File: src/rtl/note_seq_pkg.sv
// Shared types for the note sequencer: FSM state encoding and the stored melody entry.
package note_seq_pkg;

    localparam int PERIOD_W = 32;
    localparam int DUR_W    = 16;

    typedef enum logic [2:0] {
        IDLE,
        LOAD,
        PLAY,
        GAP,
        FINISH
    } state_t;

    typedef struct packed {
        logic [PERIOD_W-1:0] period;
        logic [DUR_W-1:0]    dur;
    } entry_t;

endpackage

File: src/rtl/note_sequencer_tick_gen.sv
// Free-running divider producing a 1-cycle tick every CLK_HZ/TICK_HZ clocks;
// clr restarts the count so the first tick lands a full period later.
module tick_gen #(
    parameter int CLK_HZ  = 100_000_000,
    parameter int TICK_HZ = 1000
) (
    input  logic clk,
    input  logic reset,
    input  logic clr,
    output logic tick
);

    localparam int DIV = (CLK_HZ / TICK_HZ < 1) ? 1 : CLK_HZ / TICK_HZ;
    localparam int CW  = (DIV > 1) ? $clog2(DIV) : 1;

    logic [CW-1:0] cnt;

    assign tick = (cnt == CW'(DIV - 1));

    always_ff @(posedge clk) begin
        if (reset || clr) begin
            cnt <= '0;
        end else if (tick) begin
            cnt <= '0;
        end else begin
            cnt <= cnt + 1'b1;
        end
    end

endmodule

File: src/rtl/note_sequencer.sv
// Melody player feeding freq_pwm: steps through stored (period, duration) entries with a
// silent gap between notes. Define NOTE_SEQ_LOOP_EN to add the `loop` input (repeat until stop).
//
// Handshake: start/stop are single-cycle pulses with no ready; start is honoured only when
// busy=0, stop only when busy=1, stop wins when both are high. wr_en is accepted only when busy=0.
// new_period and done are 1-cycle pulses with no back-pressure.
module note_sequencer
    import note_seq_pkg::*;
#(
    parameter int DEPTH   = 16,
    parameter int CLK_HZ  = 100_000_000,
    parameter int TICK_HZ = 1000,
    parameter int GAP_MS  = 20
) (
    input  logic                       clk,
    input  logic                       reset,
    input  logic                       wr_en,
    input  logic [$clog2(DEPTH)-1:0]   wr_addr,
    input  logic [PERIOD_W-1:0]        wr_period,
    input  logic [DUR_W-1:0]           wr_dur,
    input  logic [$clog2(DEPTH):0]     seq_len,
    input  logic [2:0]                 octave,
    input  logic                       start,
    input  logic                       stop,
`ifdef NOTE_SEQ_LOOP_EN
    input  logic                       loop,
`endif
    output logic [PERIOD_W-1:0]        clks_per_period,
    output logic                       new_period,
    output logic                       busy,
    output logic                       done,
    output logic [$clog2(DEPTH)-1:0]   cur_index,
    output state_t                     state_dbg
);

    localparam int IDX_W = $clog2(DEPTH);
    localparam int LEN_W = IDX_W + 1;
    localparam logic [LEN_W-1:0] LEN_MAX   = LEN_W'(DEPTH);
    localparam logic [DUR_W-1:0] GAP_TICKS = DUR_W'(GAP_MS);

    entry_t              mem [DEPTH];
    entry_t              rd_q;
    state_t              state_q, state_d;
    logic [IDX_W-1:0]    idx_q, idx_d;
    logic [LEN_W-1:0]    len_q, len_d;
    logic [2:0]          oct_q, oct_d;
    logic [PERIOD_W-1:0] cpp_q, cpp_d;
    logic                np_q, np_d;
    logic                done_q, done_d;
    logic [DUR_W-1:0]    dur_q, dur_d;
    logic [DUR_W-1:0]    gap_q, gap_d;
    logic                loop_q, loop_d;
    logic                tick, tick_clr, last, adv;

    tick_gen #(
        .CLK_HZ  (CLK_HZ),
        .TICK_HZ (TICK_HZ)
    ) u_tick (
        .clk   (clk),
        .reset (reset),
        .clr   (tick_clr),
        .tick  (tick)
    );

    // Read address follows the next index so the entry is ready during LOAD.
    always_ff @(posedge clk) begin
        if (wr_en && state_q == IDLE) begin
            mem[wr_addr] <= '{period: wr_period, dur: wr_dur};
        end
        rd_q <= mem[idx_d];
    end

    always_ff @(posedge clk) begin
        if (reset) begin
            state_q <= IDLE;
            idx_q   <= '0;
            len_q   <= '0;
            oct_q   <= '0;
            cpp_q   <= '0;
            np_q    <= 1'b0;
            done_q  <= 1'b0;
            dur_q   <= '0;
            gap_q   <= '0;
            loop_q  <= 1'b0;
        end else begin
            state_q <= state_d;
            idx_q   <= idx_d;
            len_q   <= len_d;
            oct_q   <= oct_d;
            cpp_q   <= cpp_d;
            np_q    <= np_d;
            done_q  <= done_d;
            dur_q   <= dur_d;
            gap_q   <= gap_d;
            loop_q  <= loop_d;
        end
    end

    assign last = ({1'b0, idx_q} == len_q - 1'b1);

    always_comb begin
        state_d  = state_q;
        idx_d    = idx_q;
        len_d    = len_q;
        oct_d    = oct_q;
        cpp_d    = cpp_q;
        np_d     = 1'b0;
        done_d   = 1'b0;
        dur_d    = dur_q;
        gap_d    = gap_q;
        loop_d   = loop_q;
        tick_clr = 1'b0;
        adv      = 1'b0;

        case (state_q)
            IDLE: begin
                if (start && !stop) begin
                    if (seq_len == '0) begin
                        done_d = 1'b1;
                    end else begin
                        state_d  = LOAD;
                        idx_d    = '0;
                        len_d    = (seq_len > LEN_MAX) ? LEN_MAX : seq_len;
                        oct_d    = octave;
                        tick_clr = 1'b1;
`ifdef NOTE_SEQ_LOOP_EN
                        loop_d   = loop;
`else
                        loop_d   = 1'b0;
`endif
                    end
                end
            end
            LOAD: begin
                cpp_d   = rd_q.period >> oct_q;
                np_d    = 1'b1;
                dur_d   = (rd_q.dur == '0) ? DUR_W'(1) : rd_q.dur;
                state_d = PLAY;
            end
            PLAY: begin
                // The count hits zero on the last tick; the note is released one cycle later.
                if (dur_q == '0) begin
                    if (GAP_MS > 0) begin
                        cpp_d   = '0;
                        np_d    = 1'b1;
                        gap_d   = GAP_TICKS;
                        state_d = GAP;
                    end else begin
                        adv = 1'b1;
                    end
                end else if (tick) begin
                    dur_d = dur_q - 1'b1;
                end
            end
            GAP: begin
                if (tick) begin
                    if (gap_q <= DUR_W'(1)) begin
                        adv = 1'b1;
                    end else begin
                        gap_d = gap_q - 1'b1;
                    end
                end
            end
            FINISH: begin
                cpp_d   = '0;
                np_d    = (cpp_q != '0);
                done_d  = 1'b1;
                state_d = IDLE;
            end
            default: state_d = IDLE;
        endcase

        if (adv) begin
            if (!last) begin
                idx_d   = idx_q + 1'b1;
                state_d = LOAD;
            end else if (loop_q) begin
                idx_d   = '0;
                state_d = LOAD;
            end else begin
                state_d = FINISH;
            end
        end

        if (stop && state_q != IDLE) begin
            state_d = IDLE;
            cpp_d   = '0;
            np_d    = (cpp_q != '0);
            done_d  = 1'b1;
        end
    end

    assign clks_per_period = cpp_q;
    assign new_period      = np_q;
    assign busy            = (state_q != IDLE);
    assign done            = done_q;
    assign cur_index       = idx_q;
    assign state_dbg       = state_q;

endmodule

File: config.mk
export PLATFORM = sky130hd
export DESIGN_NAME = note_sequencer
export DESIGN_NICKNAME = d
export VERILOG_FILES = /design/src/rtl/note_seq_pkg.sv /design/src/rtl/note_sequencer_tick_gen.sv /design/src/rtl/note_sequencer.sv
export SDC_FILE = /design/constraint.sdc
export NUM_CORES = 1
export LEC_CHECK = 0
export ABC_CLOCK_PERIOD_IN_PS = 14100
export CAP_MARGIN = 30
export CORE_MARGIN = 3
export CORE_UTILIZATION = 40
export CTS_BUF_LIST = sky130_fd_sc_hd__clkbuf_8
export CTS_CLUSTER_DIAMETER = 120
export DETAILED_ROUTE_END_ITERATION = 8
export SETUP_SLACK_MARGIN = 0.15
export SLEW_MARGIN = 0
export SYNTH_ARGS = -nofsm -noshare
export SYNTH_HDL_FRONTEND = slang
export SYNTH_HIERARCHICAL = 1
export SYNTH_SLANG_ARGS = --single-unit
File: constraint.sdc
create_clock -name clk -period 14.1 [get_ports clk]
set_input_delay 2.82 -clock clk [delete_from_list [all_inputs] [get_ports clk]]
set_output_delay 2.82 -clock clk [all_outputs]
set_load 0.02 [all_outputs]
==> flow_metrics.tcl <==
set metrics [dict create \
    status "finished, final reports clean" \
    fin_ws_ps 6950 \
    cts.reportedPaths.clkPinSlew_ps 60 \
    setup_repair_after_global_routing_missed_its_margin "false" \
    async_set_or_reset_flop_fraction_in_the_synthesized_netlist_pct 0 \
    critical_path_buf_inv_count 5 \
    ctsResizeCount 0 \
    tightest_slew_ps 1190 \
    worst_skew_pair.late_latency_ps 810 \
    critical_path.endpoint_type "register" \
    buffers_on_ports 106 \
    critPathRequiredTime_ps 14780 \
    irDropWorstVdd_uv 111 \
    synth_edf_count 768 \
    gr-usage-all-layers_pct 20.5 \
    cts_buffer_count 146 \
    die-height_um 311 \
    slowest_stage "sky130_fd_sc_hd__buf_12" \
    place_ws_ps 6210 \
    finalSetupViolCount 0 \
    critical_path.cell_chain "clkdlybuf4s50_1 > or4_1 > o211ai_1 > buf_4 > o211ai_4 > buf_4 > buf_4 > and2_4 > buf_12 > mux2i_1 > o22ai_1 > or4_1" \
    post_cts.repair.setup_buffers 0 \
    grt_overflow_total 0 \
    cpLargestDelayFamily "buffers and inverters" \
    syn-num-nets 2791 \
    coreArea_um2 92100 \
    cts_htree_levels 4 \
    mux_share_of_post_synthesis_cell_area_pct 5.99 \
    avgRoutedWirePerCell_um 24.2 \
    synth_compound_area_share_pct 10.4 \
    syn-instance-count 2720 \
    critical_path.most_common_cell "sky130_fd_sc_hd__buf_4" \
    post_synth_fa_ha_maj_area_fraction_pct 0.201 \
    postSynthRegisterBits 914 \
    remaining_drc_errors 0 \
    detail_route.iter0.violations 2389 \
    hold_viol 0 \
    layout_worst_path_cycle_share_pct 50.7 \
    ctsLongestPathBuffers 3 \
    max_freq_mhz 140 \
    yosysSeqAreaShare_pct 69.7 \
    synth_simple_gate_area_share_pct 9.90 \
    gp_routability_congestion 0.821 \
    clock_net_sink_count 914 \
    final_core_utilization_pct 46.3 \
    clock_root_buffer "sky130_fd_sc_hd__clkbuf_8" \
    synthesis.area_um2 37300 \
    power_density_nw_per_um2 144 \
    ios 107 \
    final_standard_cell_area_without_fillers_um2 42600 \
    num-nets-final 2900 \
    grt_max_degree 169 \
    crit_path_start_kind "input port" \
    synthFlopType "sky130_fd_sc_hd__edfxtp_1" \
    tritoncts "built" \
    xor_and_xnor_area_share_after_synthesis_pct 0.705 \
    drt-vias-per-instance 5.80 \
    drtPass1Iterations 6 \
    vias 24300 \
    syn2layout_area_growth_pct 14.4 \
    static-leakage-power_nw 15.2 \
    antenna_left 0 \
    totalWireLength_mm 102 \
    path_max_fanout 168 \
    layout-drive-gt1-share_pct 11.3 \
    dpl_cell_area_um2 39700 \
    grt_antenna_before_repair 7 \
    rows 111 \
    worstPathArrival_ps 7830 \
    hold-worst-slack_ps 479 \
    timing.setup.tns_ps 0 \
    design.die.area_um2 96800 \
    final.setup_skew_ps 34.3 \
    hold_class "reg -> reg" \
    maxCapViolations 0 \
    synth_cell_type_count 80 \
    final.min_clock_period_ps 7150 \
    slew_violations 0 \
    syn_area_per_cell_um2 13.7 \
    initial_utilization_pct 40.5 \
    slew-limit-headroom_pct 20.5 \
    grt_pass1_wl_mm 151 \
    first_global_vias 24100 \
    cts-hold-fix-buffers 0 \
    synth_top_family_by_area "compound AO/OA/AOI/OAI gates" \
    critical_path.max_stage_delay_ps 700 \
    crit_path_class "in -> reg" \
    die_width_um 311 \
    place.detailed.hpwl_mm 55.0 \
    synth_warnings 6 \
]
==> per-layer routing <==
layer | up-vias | GRT usage, % | share of wire [%]
met2 | 974 | 33.2 | 47
met5 | - | 0 | 0.013
li1 | 10900 | - | -
met1 | 12300 | 27.5 | 43
met4 | 2 | 7.55 | 2.8
met3 | 180 | 4.10 | 7.2
==> area by class of cell <==
| class | instances | area (µm²) |
|---|---|---|
| clock inverters | 97 | 539 |
| clock buffers | 168 | 2310 |
| well taps | 1243 | 1560 |
| repair buffers | 165 | 1750 |
| inverters | 39 | 146 |
| diodes | 5 | 12.5 |
| multi-input cells | 1563 | 10300 |
| fillers | 8046 | 49400 |
| flip-flops and latches | 914 | 26000 |
==> stage by stage <==
stage               std cells  power (mW)
finish                   4194        6.13
global route             4190        6.38
CTS                      4187        6.17
detailed placement       3922        3.98
global placement         3912        3.94
floorplan                2720        3.66
==> worst paths after layout <==
path                            slack (ps)                  endpoint                     start  cells past startpoint
worst max-delay path                  6950          rd_q[40]$_DFF_P_                seq_len[4]                     12
worst min register to register         480  u_tick/cnt[0]$_SDFF_PP0_  u_tick/cnt[0]$_SDFF_PP0_                      1
worst min-delay path                   480  u_tick/cnt[0]$_SDFF_PP0_  u_tick/cnt[0]$_SDFF_PP0_                      1
worst max register to register        7390          rd_q[40]$_DFF_P_  u_tick/cnt[0]$_SDFF_PP0_                     14
==> cells in the mapped netlist, types with 12 or more instances <==
| cell type | number | area share (%) |
|---|---|---|
| sky130_fd_sc_hd__a211oi_1 | 58 | 1.2 |
| sky130_fd_sc_hd__a21oi_1 | 170 | 2.3 |
| sky130_fd_sc_hd__a221o_1 | 46 | 1.2 |
| sky130_fd_sc_hd__a221oi_1 | 49 | 1.2 |
| sky130_fd_sc_hd__and3_1 | 26 | 0.44 |
| sky130_fd_sc_hd__buf_1 | 23 | 0.23 |
| sky130_fd_sc_hd__buf_2 | 33 | 0.44 |
| sky130_fd_sc_hd__buf_4 | 12 | 0.24 |
| sky130_fd_sc_hd__buf_6 | 18 | 0.54 |
| sky130_fd_sc_hd__clkbuf_1 | 118 | 1.2 |
| sky130_fd_sc_hd__dfxtp_1 | 146 | 7.8 |
| sky130_fd_sc_hd__edfxtp_1 | 768 | 62 |
| sky130_fd_sc_hd__inv_1 | 38 | 0.38 |
| sky130_fd_sc_hd__mux2_1 | 23 | 0.70 |
| sky130_fd_sc_hd__mux2_2 | 23 | 0.70 |
| sky130_fd_sc_hd__mux2i_1 | 169 | 4.5 |
| sky130_fd_sc_hd__nand2_1 | 187 | 1.9 |
| sky130_fd_sc_hd__nand3_1 | 175 | 2.4 |
| sky130_fd_sc_hd__nand4_1 | 75 | 1.3 |
| sky130_fd_sc_hd__nor2_1 | 144 | 1.5 |
| sky130_fd_sc_hd__nor3_1 | 31 | 0.42 |
| sky130_fd_sc_hd__nor4_1 | 24 | 0.40 |
| sky130_fd_sc_hd__o21ai_0 | 78 | 1.0 |
| sky130_fd_sc_hd__o221ai_1 | 26 | 0.61 |
| sky130_fd_sc_hd__o22ai_1 | 50 | 0.84 |
| sky130_fd_sc_hd__o311ai_0 | 23 | 0.54 |
| sky130_fd_sc_hd__o311ai_1 | 23 | 0.54 |
| sky130_fd_sc_hd__or4_1 | 27 | 0.54 |
| sky130_fd_sc_hd__xnor2_1 | 18 | 0.42 |
| sky130_fd_sc_hd__xor2_1 | 12 | 0.28 |
==> layout by cell type, fill, tap and decap left out, drive strengths merged, types with 5 or more instances in the layout <==
cell type / instances
edfxtp: 768
nand2: 189
nand3: 177
a21oi: 171
mux2i: 169
clkbuf: 168
dfxtp: 146
nor2: 145
clkdlybuf4s50: 106
inv: 86
o21ai: 81
nand4: 76
buf: 59
a211oi: 58
o22ai: 50
a221oi: 49
a221o: 46
mux2: 46
o311ai: 46
clkinv: 40
nor3: 32
or4: 29
and3: 26
o221ai: 26
nor4: 25
xnor2: 18
xor2: 12
or3: 10
nand2b: 9
a31oi: 6
nor3b: 6
ha: 6
clkinvlp: 6
o211ai: 6
diode: 5
nor2b: 5
==> power breakdown <==
| part | switching (mW) | internal, mW |
|---|---|---|
| registers | 0.0896 | 3.06 |
| logic | 0.499 | 0.292 |
| clock network | 1.03 | 1.16 |
==> registers in the layout (all words and copies together) (netlist names) <==
register	count
new_period	1
len_q	5
gap_q	16
u_tick/cnt	17
clks_per_period	32
state_dbg	3
cur_index	4
dur_q	16
rd_q	48
mem	768
done	1
oct_q	3
==> worst reg2reg max path, delay by kind of cell, from the launching register on <==
family                     cells  cell delay, ps
DFF                            1             370
and+or+nand+nor                7            3070
adders and majority gates      1             260
AOI/OAI and AO/OA              2             330
muxes                          1             600
buffers and inverters          3            1940
==> cells by family (layout without fill, tap and decap cells) <==
group | after synthesis | after routing
buf+inv | 243 | 469
xor+xnor | 30 | 30
mux | 216 | 216
fa+ha+maj | 6 | 6
other cells | 0 | 5
compound gates | 567 | 567
simple gates | 744 | 744
flops | 914 | 914
(Power assumes the default switching activity.)
